<file path="src/rtl/stack_lifo_param.sv">
// Purpose : parametrised LIFO stack (push / pop / peek-by-depth) used as scratch storage
//           between a command sequencer and the datapath.
// Latency : data_out/rd_valid/err update one cycle after the command edge; status reflects post-edge state.
// Backpr. : none, always ready; one command per cycle; illegal commands are dropped with an err pulse.
//
// Ports:
//   clk        in   1        clock, rising edge
//   reset      in   1        asynchronous, active-high reset (assert async, release synchronised here)
//   cmd_valid  in   1        command strobe; low = NOP
//   cmd        in   2        00 NOP, 01 PUSH, 10 POP, 11 PEEK
//   data_in    in   WIDTH    PUSH operand
//   index      in   IDX_W    PEEK depth, 0 = top of stack
//   data_out   out  WIDTH    registered POP/PEEK result, holds otherwise
//   rd_valid   out  1        one-cycle pulse, data_out updated
//   err        out  1        one-cycle pulse, illegal command rejected
//   full       out  1        count == DEPTH
//   empty      out  1        count == 0
//   count      out  IDX_W+1  number of valid entries, 0..DEPTH
//
// Build option: define STACK_LIFO_CIRCULAR_EN to make PUSH-when-full overwrite the
// oldest entry instead of being rejected.

module stack_lifo_param #(
  parameter  int WIDTH = 4,
  parameter  int DEPTH = 5,
  localparam int IDX_W = (DEPTH > 2) ? $clog2(DEPTH) : 1
) (
  input  logic             clk,
  input  logic             reset,
  input  logic             cmd_valid,
  input  logic [1:0]       cmd,
  input  logic [WIDTH-1:0] data_in,
  input  logic [IDX_W-1:0] index,
  output logic [WIDTH-1:0] data_out,
  output logic             rd_valid,
  output logic             err,
  output logic             full,
  output logic             empty,
  output logic [IDX_W:0]   count
);

  localparam logic [1:0] CMD_NOP  = 2'b00;
  localparam logic [1:0] CMD_PUSH = 2'b01;
  localparam logic [1:0] CMD_POP  = 2'b10;
  localparam logic [1:0] CMD_PEEK = 2'b11;

`ifdef STACK_LIFO_CIRCULAR_EN
  localparam bit CIRCULAR = 1'b1;
`else
  localparam bit CIRCULAR = 1'b0;
`endif

  // Constants sized to the fields they are combined with.
  localparam logic [IDX_W-1:0] PTR_ONE  = IDX_W'(1);
  localparam logic [IDX_W-1:0] PTR_MAX  = IDX_W'(DEPTH - 1);
  localparam logic [IDX_W:0]   CNT_ONE  = (IDX_W + 1)'(1);
  localparam logic [IDX_W:0]   CNT_FULL = (IDX_W + 1)'(DEPTH);
  localparam logic [IDX_W+1:0] ADR_DEPTH = (IDX_W + 2)'(DEPTH);
  localparam logic [IDX_W+1:0] ADR_DM1   = (IDX_W + 2)'(DEPTH - 1);

  // ---------------------------------------------------------------------------
  // Reset: asserts asynchronously, releases on a clock edge after two stages so
  // the state flops all leave reset in the same cycle.
  // ---------------------------------------------------------------------------
  logic [1:0] rst_sync_q, rst_sync_d;
  logic       rst_int;

  assign rst_sync_d = {rst_sync_q[0], 1'b0};
  assign rst_int    = rst_sync_q[1];

  always_ff @(posedge clk or posedge reset) begin
    if (reset) begin
      rst_sync_q <= 2'b11;
    end else begin
      rst_sync_q <= rst_sync_d;
    end
  end

  // ---------------------------------------------------------------------------
  // State
  // ---------------------------------------------------------------------------
  logic [WIDTH-1:0] mem_q [DEPTH];
  logic [IDX_W-1:0] top_q, top_d;        // next free slot
  logic [IDX_W:0]   count_q, count_d;
  logic [WIDTH-1:0] data_out_q, data_out_d;
  logic             rd_valid_q, rd_valid_d;
  logic             err_q, err_d;

  logic             mem_we;

  // ---------------------------------------------------------------------------
  // Command decode (commands arriving while reset is still held are discarded)
  // ---------------------------------------------------------------------------
  logic cmd_acc;
  logic is_push, is_pop, is_peek;
  logic st_full, st_empty;
  logic push_ok, pop_ok, peek_ok;

  assign cmd_acc  = cmd_valid && !rst_int;
  assign is_push  = cmd_acc && (cmd == CMD_PUSH);
  assign is_pop   = cmd_acc && (cmd == CMD_POP);
  assign is_peek  = cmd_acc && (cmd == CMD_PEEK);

  assign st_full  = (count_q == CNT_FULL);
  assign st_empty = (count_q == '0);

  assign push_ok  = !st_full || CIRCULAR;
  assign pop_ok   = !st_empty;
  assign peek_ok  = ({1'b0, index} < count_q);

  // ---------------------------------------------------------------------------
  // Pointer arithmetic, all modulo DEPTH (DEPTH need not be a power of two).
  // ---------------------------------------------------------------------------
  logic [IDX_W-1:0] top_inc, top_dec;
  logic [IDX_W-1:0] rd_depth;
  logic [IDX_W+1:0] rd_sum;
  logic [IDX_W-1:0] rd_addr;

  assign top_inc = (top_q == PTR_MAX) ? '0 : top_q + PTR_ONE;
  assign top_dec = (top_q == '0)      ? PTR_MAX : top_q - PTR_ONE;

  // Read slot = top - 1 - depth (mod DEPTH). Adding DEPTH-1 first keeps the sum
  // non-negative for every legal depth (depth < count <= DEPTH), so one
  // conditional subtract finishes the modulo.
  assign rd_depth = is_peek ? index : '0;
  assign rd_sum   = {2'b00, top_q} + ADR_DM1 - {2'b00, rd_depth};
  assign rd_addr  = (rd_sum >= ADR_DEPTH) ? IDX_W'(rd_sum - ADR_DEPTH) : IDX_W'(rd_sum);

  // ---------------------------------------------------------------------------
  // Next-state logic
  // ---------------------------------------------------------------------------
  always_comb begin
    top_d      = top_q;
    count_d    = count_q;
    data_out_d = data_out_q;
    rd_valid_d = 1'b0;
    err_d      = 1'b0;
    mem_we     = 1'b0;

    if (is_push) begin
      if (push_ok) begin
        // In circular mode a push on a full stack lands on mem[top], which is
        // the oldest entry; count saturates at DEPTH.
        mem_we = 1'b1;
        top_d  = top_inc;
        if (!st_full) begin
          count_d = count_q + CNT_ONE;
        end
      end else begin
        err_d = 1'b1;
      end
    end else if (is_pop) begin
      if (pop_ok) begin
        data_out_d = mem_q[rd_addr];
        top_d      = top_dec;
        count_d    = count_q - CNT_ONE;
        rd_valid_d = 1'b1;
      end else begin
        err_d = 1'b1;
      end
    end else if (is_peek) begin
      if (peek_ok) begin
        data_out_d = mem_q[rd_addr];
        rd_valid_d = 1'b1;
      end else begin
        err_d = 1'b1;
      end
    end
  end

  // ---------------------------------------------------------------------------
  // Control / output registers
  // ---------------------------------------------------------------------------
  always_ff @(posedge clk or posedge reset) begin
    if (reset) begin
      top_q      <= '0;
      count_q    <= '0;
      data_out_q <= '0;
      rd_valid_q <= 1'b0;
      err_q      <= 1'b0;
    end else if (rst_int) begin
      top_q      <= '0;
      count_q    <= '0;
      data_out_q <= '0;
      rd_valid_q <= 1'b0;
      err_q      <= 1'b0;
    end else begin
      top_q      <= top_d;
      count_q    <= count_d;
      data_out_q <= data_out_d;
      rd_valid_q <= rd_valid_d;
      err_q      <= err_d;
    end
  end

  // Storage is deliberately not reset: count gates every read, so stale
  // contents can never reach data_out.
  always_ff @(posedge clk) begin
    if (mem_we) begin
      mem_q[top_q] <= data_in;
    end
  end

  // ---------------------------------------------------------------------------
  // Outputs
  // ---------------------------------------------------------------------------
  assign data_out = data_out_q;
  assign rd_valid = rd_valid_q;
  assign err      = err_q;
  assign count    = count_q;
  assign full     = st_full;
  assign empty    = st_empty;

endmodule
</file>
<file path="config.mk">
export PLATFORM = sky130hd
export DESIGN_NAME = stack_lifo_param
export DESIGN_NICKNAME = d
export VERILOG_FILES = /design/src/rtl/stack_lifo_param.sv
export SDC_FILE = /design/constraint.sdc
export NUM_CORES = 1
export LEC_CHECK = 0
export ABC_CLOCK_PERIOD_IN_PS = 4100
export CAP_MARGIN = 40
export CORE_ASPECT_RATIO = 1.75
export CORE_MARGIN = 3
export CORE_UTILIZATION = 29
export CTS_CLUSTER_DIAMETER = 120
export DETAILED_ROUTE_END_ITERATION = 16
export PLACE_DENSITY = 0.58
export SYNTH_ARGS = -nofsm -noshare
export SYNTH_HDL_FRONTEND = slang
export SYNTH_SLANG_ARGS = --single-unit
</file>
<file path="constraint.sdc">
create_clock -name clk -period 4.1 [get_ports clk]
set_clock_uncertainty 0.2 [all_clocks]
set_input_delay 0.41 -clock clk [delete_from_list [all_inputs] [get_ports clk]]
set_output_delay 0.41 -clock clk [all_outputs]
set_load 0.005 [all_outputs]
</file>
==> impl_metrics.py <==
metrics = {
    "power_and_ir_drop": {
        "p_int_uw": 704.3,
        "switching_share_pct": 25.92,
        "p_clk_share_pct": 38.4,
        "switchingPower_uw": 246.5,
        "ir_drop_mv": 0.1421,
        "total_power_uw": 950.8,
        "power.leakage_uw": 0.001009,
        "power_density_nw_per_um2": 380.9,
        "p_seq_share_pct": 42.0,
        "power_frac_comb_pct": 19.6,
    },
    "global_routing": {
        "grt_max_degree": 16,
        "antenna_found_initial": 0,
        "overflow": 0,
        "grt_pass1_wl_um": 6851,
        "grt_pass1_vias": 1416,
        "grt.total_usage_pct": 11.89,
    },
    "cells_and_area": {
        "drive_above_1_share_pct": 12.14,
        "nNetsFinal": 234,
        "area_growth_pct": 26.11,
        "utilization_pct": 37.89,
        "layoutNonFillerInstCount": 288,
        "diodes": 0,
        "fill_cells": 654,
    },
    "timing": {
        "worst_pin_slew_ns": 0.8964,
        "setup_ws_ns": 0.5913,
        "fmax_ghz": 0.2850,
        "fin_crit_sh_pct": 85.58,
        "slew_viol_final": 0,
        "rsz0062_at_grt": "no",
        "slew_headroom_pct": 39.69,
        "min_period_ns": 3.509,
        "tns_ns": 0,
        "final-setup-viol-count": 0,
        "finalHoldViolCount": 0,
    },
    "logic_synthesis": {
        "synth-xor-area-share_pct": 1.327,
        "avgSynthCellArea_um2": 11.58,
        "ys_warn_count": 0,
        "synth_area_um2": 1979,
        "ys_ff_latch": 35,
        "yosysMostFrequentCell": "edfxtp_1",
        "syn_nets": 200,
        "yosysSeqAreaShare_pct": 49.43,
        "synth-compound-area-share_pct": 14.29,
        "synth_common_cells": "20 x edfxtp_1, 17 x inv_1, 15 x ha_1",
        "synth-simple-area-share_pct": 13.53,
        "ys_async_sr_fraction_pct": 42.86,
        "netlist_top_cells_area": "edfxtp_1 30%, dfrtp_1 16%, ha_1 9.5%",
        "yosysTopAreaCell": "edfxtp_1",
        "synth.area.mux_share_pct": 5.626,
        "synthAdderAreaFrac_pct": 11.50,
        "ys_types": 43,
        "synth_top_family_by_area": "compound AO/OA/AOI/OAI gates",
        "synthCells": 171,
        "ys.flop_type": "edfxtp_1",
        "synth_edf_count": 20,
        "yosysTopAreaCellShare_pct": 30.34,
    },
    "cts": {
        "cts-buffers-inserted": 5,
        "clk_pin_slew_worst_paths_ns": 0.05,
        "ctsHoldBuffers": 0,
        "root_buffer": "clkbuf_16",
        "clk_latency_ns": 0.27,
        "post_cts_resized": 0,
        "h-tree-depth": 2,
        "cts_buffer_depth": 2,
        "post-cts-setup-buffers": 0,
        "clkSinkCount": 35,
        "cts_tree": "built",
    },
    "setup_path": {
        "cp_max_fo": 8,
        "critPathKind": "input pin to flip-flop",
        "cp_cell_sequence": "clkdlybuf4s50_1 -> and4_1 -> nand2_1 -> ha_1 -> ha_1 -> inv_1 -> fa_1 -> nor2b_1 -> a21o_1 -> a22oi_1 -> buf_4 -> mux2i_1 -> o22ai_1 -> a221o_1",
        "cp.arrival_ns": 3.47,
        "worstSetupEndpointType": "flip-flop",
        "crit_path_frequent_cell": "ha_1",
        "cpMaxStageDelayCell": "clkdlybuf4s50_1",
        "crit_required_ns": 4.06,
        "cp_top_family": "adder cells",
        "crit_path_start_kind": "input pin",
        "slowest_delay_ns": 0.47,
        "cp_num_buf_inv": 3,
    },
    "outcome": {
        "status": "completed",
    },
    "detailed_routing": {
        "drt_first_pass_iters": 4,
        "dr_wl_met2_um": 2282,
        "drc": 0,
        "wire_per_inst_um": 14.19,
        "routed.top_layer": "met4",
        "met1Wirelength_um": 1581,
        "drt-total-wl_um": 4088,
        "vias_per_cell": 4.844,
        "drtIter0Drc": 72,
        "ant_nets": 0,
        "vias": 1395,
        "met3_length_um": 124,
    },
    "placed_design": {
        "port-buffer-count": 23,
        "gp_congestion": 0.7521,
        "dp.cells": 280,
        "dp.final_hpwl_um": 3243,
        "place_ws_ns": 0.2761,
    },
    "floorplan": {
        "die_w_um": 68.45,
        "die_h_um": 115.3,
        "ioPinCount": 24,
        "rows": 39,
        "coreArea_um2": 6588,
        "die_area_um2": 7892,
        "start_util_pct": 30.05,
    },
    "hold_path": {
        "holdCritPathClass": "flip-flop to flip-flop",
    },
    "run": {
        "maxCapViolCount": 0,
    },
}
layer usage:
metal  GRT usage [%]  vias to the layer above
li1                -                      701
met2           20.93                       24
met5               0                        -
met3           1.955                        6
met1           12.78                      664
met4           6.906                        0
power groups by stage:
stage / logic, µW / registers, µW / clock network [µW]
6_report: 186 / 400 / 365
3_5_place_dp: 188 / 407 / 0
4_1_cts: 189 / 400 / 374
5_1_grt: 211 / 402 / 391
2_1_floorplan: 122 / 404 / 0
3_3_place_gp: 186 / 406 / 0
layout make-up:
| cell class | count | area (µm²) | share of cell area [%] |
|---|---|---|---|
| Tap cell | 82 | 102.6 | 4.110 |
| Sequential cell | 35 | 978.4 | 39.20 |
| Clock buffer | 5 | 125.1 | 5.013 |
| Clock inverter | 3 | 20.02 | 0.8020 |
| Inverter | 17 | 63.81 | 2.556 |
| Multi-Input combinational cell | 116 | 919.6 | 36.84 |
| Timing Repair Buffer | 30 | 286.5 | 11.48 |
placed cells by master (no fill, tap or decap), types with 2 or more instances in the layout:
cell type | Yosys | routed
a211oi_1 | 2 | 2
a21o_1 | 4 | 4
a21oi_1 | 10 | 10
a221o_1 | 4 | 4
a22oi_1 | 2 | 2
and2_1 | 2 | 2
and4_1 | 2 | 2
buf_4 | 1 | 6
clkbuf_16 | 0 | 5
clkdlybuf4s50_1 | 0 | 23
clkinvlp_4 | 0 | 2
dfrtp_1 | 13 | 13
dfstp_2 | 2 | 2
edfxtp_1 | 20 | 20
fa_1 | 2 | 2
ha_1 | 15 | 15
inv_1 | 17 | 17
mux2i_1 | 10 | 10
nand2_1 | 3 | 3
nand2b_1 | 5 | 5
nand3_1 | 3 | 3
nor2_1 | 13 | 13
nor2b_1 | 3 | 3
nor3_1 | 2 | 2
nor3b_1 | 3 | 3
nor4_1 | 3 | 3
o2111ai_2 | 2 | 2
o21ai_0 | 4 | 4
o22ai_1 | 4 | 4
or3_1 | 2 | 2
xor2_1 | 2 | 2
stage by stage:
step | area [µm²] | hold slack (ns)
global placement | 2340 | 0.1480
global route | 2496 | 0.1622
finish | 2496 | 0.1570
detailed placement | 2351 | 0.1516
CTS | 2496 | 0.1597
floorplan | 1979 | 0.1100
worst paths after layout:
check                         startpoint       endpoint  slack (ns)  cells past startpoint
min                        rst_sync_q[0]  rst_sync_q[1]        0.16                      0
max                            cmd_valid    data_out[2]        0.59                     14
min in group asynchronous          reset    data_out[1]        0.32                      2
max reg2reg                rst_sync_q[1]    data_out[2]        0.61                     15
max in group asynchronous          reset    data_out[2]        2.97                      2
min reg2reg                rst_sync_q[0]  rst_sync_q[1]        0.16                      0
kinds of logic (layout without fill, tap and decap cells):
kind of cell,Yosys count,count (layout)
and+or+nand+nor,45,45
AOI/OAI and AO/OA,39,39
DFF,35,35
buffers and inverters,20,55
adders and majority gates,17,17
muxes,11,11
xor gates and xnor gates,3,3
other,1,1
sequential cells by signal, indices dropped and copies added, names as in the netlist:
| register | flops |
|---|---|
| err | 1 |
| data_out | 4 |
| top_q | 3 |
| rd_valid | 1 |
| mem_q | 20 |
| rst_sync_q | 2 |
| count | 4 |
(Power assumes the default switching activity.)
